$ cat src/rtl/uart_tx_arbiter.sv
// Packet-granular arbiter sharing one byte UART transmitter among N_REQ requesters.
// Define UART_ARB_RR_EN for round-robin selection; fixed priority (index 0 highest) otherwise.
module uart_tx_arbiter #(
    parameter int unsigned N_REQ       = 4,
    parameter int unsigned TIMEOUT_CYC = 12500
) (
    input  logic                 clk,
    input  logic                 nrst,
    input  logic [N_REQ-1:0]     req,
    input  logic [N_REQ-1:0]     req_valid,
    input  logic [8*N_REQ-1:0]   req_data,
    input  logic [N_REQ-1:0]     req_last,
    output logic [N_REQ-1:0]     req_ready,
    output logic [N_REQ-1:0]     grant,
    output logic [7:0]           tx_data,
    output logic                 tx_start,
    input  logic                 tx_busy,
    output logic                 timeout_err,
    output logic                 arb_idle
);

    localparam int unsigned CNT_W = (TIMEOUT_CYC > 1) ? $clog2(TIMEOUT_CYC) : 1;
    localparam int unsigned IDX_W = $clog2(N_REQ);
    localparam logic [CNT_W-1:0] TO_LAST = CNT_W'(TIMEOUT_CYC - 1);
    localparam logic [1:0] ACK_LAST = 2'd3;

    typedef enum logic [1:0] {
        S_IDLE,
        S_LOCK,
        S_WAIT_ACK,
        S_WAIT_DONE
    } state_t;

    state_t             state;
    logic [IDX_W-1:0]   g_idx;
    logic               last_q;
    logic [CNT_W-1:0]   to_cnt;
    logic [1:0]         ack_cnt;
    logic [IDX_W-1:0]   start_idx;
    logic [IDX_W-1:0]   win_idx;
    logic [IDX_W-1:0]   cand;
    logic               any_req;
    logic               accept;
    logic [7:0]         cur_byte;

`ifdef UART_ARB_RR_EN
    // Pointer to the requester after the last completed packet owner
    logic [IDX_W-1:0] rr_ptr;

    always_ff @(posedge clk or negedge nrst) begin
        if (!nrst) begin
            rr_ptr <= '0;
        end else if (state == S_WAIT_DONE && !tx_busy && last_q) begin
            rr_ptr <= (32'(g_idx) == N_REQ - 1) ? '0 : g_idx + IDX_W'(1);
        end
    end

    assign start_idx = rr_ptr;
`else
    assign start_idx = '0;
`endif

    // First requesting index found scanning upward from start_idx, wrapping
    always_comb begin
        win_idx = '0;
        any_req = 1'b0;
        cand    = '0;
        for (int i = 0; i < int'(N_REQ); i++) begin
            cand = IDX_W'((32'(start_idx) + 32'(i)) % N_REQ);
            if (!any_req && req[cand]) begin
                any_req = 1'b1;
                win_idx = cand;
            end
        end
    end

    assign req_ready = grant & {N_REQ{(state == S_LOCK) && !tx_busy}};
    assign accept    = (state == S_LOCK) && !tx_busy && req_valid[g_idx];
    assign cur_byte  = req_data[{g_idx, 3'b000} +: 8];

    always_ff @(posedge clk or negedge nrst) begin
        if (!nrst) begin
            state       <= S_IDLE;
            g_idx       <= '0;
            last_q      <= 1'b0;
            to_cnt      <= '0;
            ack_cnt     <= '0;
            grant       <= '0;
            tx_data     <= 8'h00;
            tx_start    <= 1'b0;
            timeout_err <= 1'b0;
            arb_idle    <= 1'b1;
        end else begin
            tx_start    <= 1'b0;
            timeout_err <= 1'b0;
            case (state)
                S_IDLE: begin
                    to_cnt <= '0;
                    if (any_req) begin
                        state    <= S_LOCK;
                        g_idx    <= win_idx;
                        grant    <= N_REQ'(1'b1) << win_idx;
                        arb_idle <= 1'b0;
                    end
                end
                // Acceptance beats abort, abort beats timeout
                S_LOCK: begin
                    if (accept) begin
                        tx_data  <= cur_byte;
                        last_q   <= req_last[g_idx];
                        tx_start <= 1'b1;
                        to_cnt   <= '0;
                        ack_cnt  <= '0;
                        state    <= S_WAIT_ACK;
                    end else if (!req[g_idx]) begin
                        state    <= S_IDLE;
                        grant    <= '0;
                        arb_idle <= 1'b1;
                    end else if (to_cnt == TO_LAST) begin
                        timeout_err <= 1'b1;
                        state       <= S_IDLE;
                        grant       <= '0;
                        arb_idle    <= 1'b1;
                    end else begin
                        to_cnt <= to_cnt + CNT_W'(1);
                    end
                end
                // Leave after busy is seen, or after four quiet cycles
                S_WAIT_ACK: begin
                    if (tx_busy || ack_cnt == ACK_LAST) begin
                        state <= S_WAIT_DONE;
                    end else begin
                        ack_cnt <= ack_cnt + 2'd1;
                    end
                end
                S_WAIT_DONE: begin
                    if (!tx_busy) begin
                        if (last_q) begin
                            state    <= S_IDLE;
                            grant    <= '0;
                            arb_idle <= 1'b1;
                        end else begin
                            state <= S_LOCK;
                        end
                    end
                end
                default: begin
                    state    <= S_IDLE;
                    grant    <= '0;
                    arb_idle <= 1'b1;
                end
            endcase
        end
    end

endmodule

$ cat config.mk
export PLATFORM = sky130hd
export DESIGN_NAME = uart_tx_arbiter
export DESIGN_NICKNAME = d
export VERILOG_FILES = /design/src/rtl/uart_tx_arbiter.sv
export SDC_FILE = /design/constraint.sdc
export NUM_CORES = 1
export LEC_CHECK = 0
export ABC_CLOCK_PERIOD_IN_PS = 4700
export CAP_MARGIN = 20
export CORE_UTILIZATION = 50
export DETAILED_ROUTE_END_ITERATION = 8
export PLACE_DENSITY = 0.94
export SETUP_SLACK_MARGIN = 0.2
export SLEW_MARGIN = 20
export SYNTH_ARGS = -nofsm -noshare
export SYNTH_HDL_FRONTEND = slang
export SYNTH_SLANG_ARGS = --single-unit
$ cat constraint.sdc
create_clock -name clk -period 4.7 [get_ports clk]
set_input_delay 0.705 -clock clk [delete_from_list [all_inputs] [get_ports clk]]
set_output_delay 0.705 -clock clk [all_outputs]
set_load 0.05 [all_outputs]
* Word-level counts from Yosys, hierarchy flattened *
Cells that the tools add are included.

storage, ports and cells
  bits in writable memories = 0
  bits in latches = 0
  memories = 0
  logic and storage cells = 100
  ROM bits = 0
  bits in registers = 36
  output and inout bits = 19
  bits of input ports = 47

operators by class
  shift operators = 2
  $mul = 0
  $lt $le $gt $ge = 1
  bitwise operators = 1
  multiplexer cells = 48
  reductions and logical operators = 20
  divide/modulo/power cells = 0
  add/subtract/negate cells = 2
  equality and inequality tests = 16

operators with widths
  operator                                        count
  two-way mux 14 bit                              3
  variable part select 32 x 6 -> 8 bit            1
  one-hot mux 14 bit (2 select lines)             1
  two-way mux 4 bit                               6
  two-way mux 1 bit                               21
  two-way mux 2 bit                               10
  adder 14 x 1 -> 14 bit (second input constant)  1
  == test 14 bit (second input constant)          1
  != test 2 bit (second input constant)           7
  one-hot mux 4 bit (3 select lines)              1
  one-hot mux 2 bit (4 select lines)              1
  binary-select mux 1 bit (select 2 bit)          3
  == test 2 bit (second input constant)           3
  != test 3 x 2 -> 1 bit (second input constant)  2
  AND reduction 3 bit                             2
  AND reduction 6 bit                             1
  logical AND 1 bit                               5
  bitwise AND 4 bit                               1
  logical NOT 1 bit                               4
  != test 4 x 3 -> 1 bit (second input constant)  1
  one-hot mux 2 bit (2 select lines)              1
  AND reduction 2 bit                             2
  AND reduction 4 bit                             1
  nonzero test 2 bit                              2
  other kinds (9)                                 9

* Depth between registers and ports, before layout *
  word-level depth = 13
  depth in mapped cells = 7
  depth with buffers taken out = 6

* Least setup slack after synthesis *
OpenSTA, ideal clock, no wires.

  path type = input-to-output
  from = input tx_busy
  to = output req_ready[0]
  slack = 2.543 ns
  arrival time = 1.452 ns
  stages on the path = 3
  required time = 3.995 ns
  path buffers = 0
  path through = nand2b_1 nor2_1 and2_1

between the ends
  longest elaborated chain between the ends = 3

ends and longest elaborated chain
  item                line  text
  start: declaration  17    input logic tx_busy,
  logical NOT 1 bit   -
  logical AND 1 bit   77    assign req_ready = grant & {N_REQ{(state == S_LOCK) && !tx_busy}};
  bitwise AND 4 bit   77
  end: declaration    13    output logic [N_REQ-1:0] req_ready,

No other way between the ends.

* Worst setup path after layout *
  from = input tx_busy
  to = output req_ready[2]

The elaborated chain is that of the path after synthesis.

==> insert_results.sql <==
INSERT INTO impl_metrics (metric_group, metric, value, unit) VALUES
('yosys', 'synth_flop_cell', 'sky130_fd_sc_hd__dfrtp_1', ''),
('yosys', 'seq_area_frac_synth', '43.49', '%'),
('clock_network', 'tritoncts', 'built', ''),
('run_status', 'run_status', 'finished clean', ''),
('clock_network', 'insertion_delay', '0.29', 'ns'),
('setup_path', 'critPathLaunchType', 'primary input', ''),
('route', 'wirelength', '5721', 'um'),
('timing', 'clock.fmax', '293.2', 'MHz'),
('yosys', 'cell_types_with_the_largest_area_share_after_synthesis', 'sky130_fd_sc_hd__dfrtp_1, sky130_fd_sc_hd__mux4_2, sky130_fd_sc_hd__mux2_2', ''),
('placement', 'port-buffer-count', '65', ''),
('yosys', 'netlist_instances', '202', ''),
('power_and_ir_drop', 'total_leakage_power', '1.171', 'nW'),
('worst_hold_path', 'whs_path_depth', '1', ''),
('timing', 'worst_clock_skew', '0.005258', 'ns'),
('yosys', 'async_set_or_reset_register_ratio_after_synthesis', '100.0', '%'),
('timing', 'timing_hold_violations_final', '0', ''),
('yosys', 'yosys_register_bits', '36', ''),
('route', 'wl_per_cell', '18.05', 'um'),
('floorplanning', 'design.die.area', '4410', 'sq um'),
('worst_hold_path', 'worst_hold_path_type', 'reg -> reg', ''),
('clock_network', 'library_cell_used_as_clock_root_buffer', 'sky130_fd_sc_hd__clkbuf_8', ''),
('route', 'drt_first_pass_iters', '4', ''),
('power_and_ir_drop', 'ir_worst_vdd', '0.4179', 'mV'),
('worst_hold_path', 'hold-path-endpoint', 'to_cnt[13]', ''),
('setup_path', 'worstPathMaxFanout', '5', ''),
('global_routing', 'grt_start_max_net_pins', '37', ''),
('timing', 'fin_hold_ws', '0.4723', 'ns'),
('finish', 'ant_diodes', '0', ''),
('global_routing', 'global_route_wire_length_before_repair', '9211', 'um'),
('setup_path', 'cp_data_required_time', '3.99', 'ns'),
('setup_path', 'worst-r2r-setup-slack', '2.28', 'ns'),
('global_routing', 'global_route.overflow_total', '0', ''),
('clock_network', 'path_clk_slew', '0.07', 'ns'),
('timing', 'tightestPinTransition', '0.7194', 'ns'),
('power_and_ir_drop', 'power.switching_fraction', '44.84', '%'),
('clock_network', 'postCtsSetupBuffers', '0', ''),
('clock_network', 'clk_path_buf_depth', '2', ''),
('power_and_ir_drop', 'comb_power_share', '50.4', '%'),
('route', 'dr_drc_count', '0', ''),
('clock_network', 'cts-hold-fix-buffers', '0', ''),
('global_routing', 'first_global_vias', '1878', ''),
('floorplanning', 'rows', '23', ''),
('setup_path', 'r2r_end', 'to_cnt[9]', ''),
('yosys', 'synth-warning-count', '0', ''),
('timing', 'timing.final.max_slew_violations', '0', ''),
('route', 'average_vias_per_placed_instance', '6.183', ''),
('power_and_ir_drop', 'p_switching', '705.1', 'uW'),
('yosys', 'synth.cell_area', '2074', 'sq um'),
('setup_path', 'crit_path_end_kind', 'output pin', ''),
('placement', 'place.detailed.hpwl', '4219', 'um'),
('clock_network', 'cts_made_buffers', '5', ''),
('yosys', 'synthDominantCellAreaShare', '42.22', '%'),
('floorplanning', 'ioPinCount', '66', ''),
('timing', 'period_needed', '3.410', 'ns'),
('yosys', 'synth_largest_area_cell', 'sky130_fd_sc_hd__dfrtp_1', ''),
('worst_hold_path', 'timing.hold.worst.start', 'to_cnt[13]', ''),
('timing', 'relSlewSlack', '52.04', '%'),
('route', 'vias', '1960', ''),
('global_routing', 'grt_use_total', '29.01', '%'),
('clock_network', 'clock_sinks', '36', ''),
('power_and_ir_drop', 'cellPowerDensity', '550.0', 'nW/um^2'),
('floorplanning', 'fp.dieH', '66.41', 'um'),
('floorplanning', 'core', '4000', 'sq um'),
('setup_path', 'worst_r2r_startpoint', 'g_idx[0]', ''),
('yosys', 'avgSynthCellArea', '10.27', 'sq um'),
('setup_path', 'crit_type', 'in -> out', ''),
('timing', 'timing.setup.tns', '0', 'ns'),
('placement', 'place.gp.congestion', '0.8823', ''),
('setup_path', 'crit_path_start', 'tx_busy', ''),
('placement', 'pre_cts_ws', '1.315', 'ns'),
('yosys', 'synth_nets', '251', '');
## layer usage
metal | global-route usage, % | wire, um | up-vias
li1 | - | - | 889
met1 | 34.68 | 2194 | 961
met2 | 49.36 | 2982 | 89
met3 | 5.690 | 337 | 21
met4 | 14.63 | 206 | 0
met5 | 0 | 0 | -
## kinds of logic (layout without fill, tap and decap cells)
logic type,Yosys count,count (layout),synth area share [%]
compound gates,44,44,13.57
simple gates,79,79,20.51
buf+inv,20,85,3.920
fa+ha+maj,2,2,1.206
mux,21,21,17.31
flops,36,36,43.49
## placed cells by master, fill, tap and decap left out, drive strengths merged, types with 9 or more instances in the layout
cell type and count:
o21ai 13, dfrtp 35, mux2 9, inv 10
nor2 10, a21oi 10, nand3 13, clkdlybuf4s50 65
mux4 11, nand2 19
## sequential cells by signal, indices dropped and copies added, names as in the netlist, named ones only
name         cells
to_cnt          14
tx_data          8
grant            4
ack_cnt          2
g_idx            2
arb_idle         1
last_q           1
state            1
timeout_err      1
tx_start         1
## power by group through the flow
| stage | combinational [mW] | sequential (mW) | clock [mW] |
|---|---|---|---|
| after floorplan | 0.400 | 0.660 | 0 |
| after global placement | 0.755 | 0.530 | 0 |
| after detailed placement | 0.787 | 0.540 | 0 |
| after CTS | 0.793 | 0.537 | 0.248 |
| after global routing | 0.838 | 0.555 | 0.261 |
| final | 0.792 | 0.536 | 0.244 |
## cell type report
type | instances | area (sq um)
clock buffers | 8 | 100.1
fillers | 280 | 1141
inverters | 10 | 37.54
multi-input cells | 146 | 1091
flip-flops and latches | 36 | 902.1
well taps | 50 | 62.56
repair buffers | 67 | 665.6
## how the worst max path moves through the flow
stage                        end  slack (ns)  cells past startpoint
floorplan           req_ready[0]        2.54                      3
global placement    req_ready[3]        1.46                      5
detailed placement  req_ready[2]        1.32                      5
CTS                 req_ready[2]        1.29                      5
global route        req_ready[0]        1.20                      5
finish              req_ready[2]        1.29                      5
## worst max-delay path, stage by stage
cell and delay, ns:
sky130_fd_sc_hd__clkdlybuf4s50_1 0.47, sky130_fd_sc_hd__nand2b_1 0.20, sky130_fd_sc_hd__nor2_1 0.32, sky130_fd_sc_hd__and2_1 0.19
sky130_fd_sc_hd__clkdlybuf4s50_1 0.81
## per-stage QoR
| step | total power, mW | area [sq um] | std cells | utilization [%] |
|---|---|---|---|---|
| 3_3_place_gp | 1.286 | 2759 | 309 | 68.97 |
| 4_1_cts | 1.578 | 2859 | 317 | 71.47 |
| 2_1_floorplan | 1.060 | 2074 | 202 | - |
| 5_1_grt | 1.654 | 2859 | 317 | 71.47 |
| 3_5_place_dp | 1.327 | 2759 | 309 | 68.97 |
| 6_report | 1.572 | 2859 | 317 | 71.47 |
No activity file was read; power rests on OpenSTA's default activity.
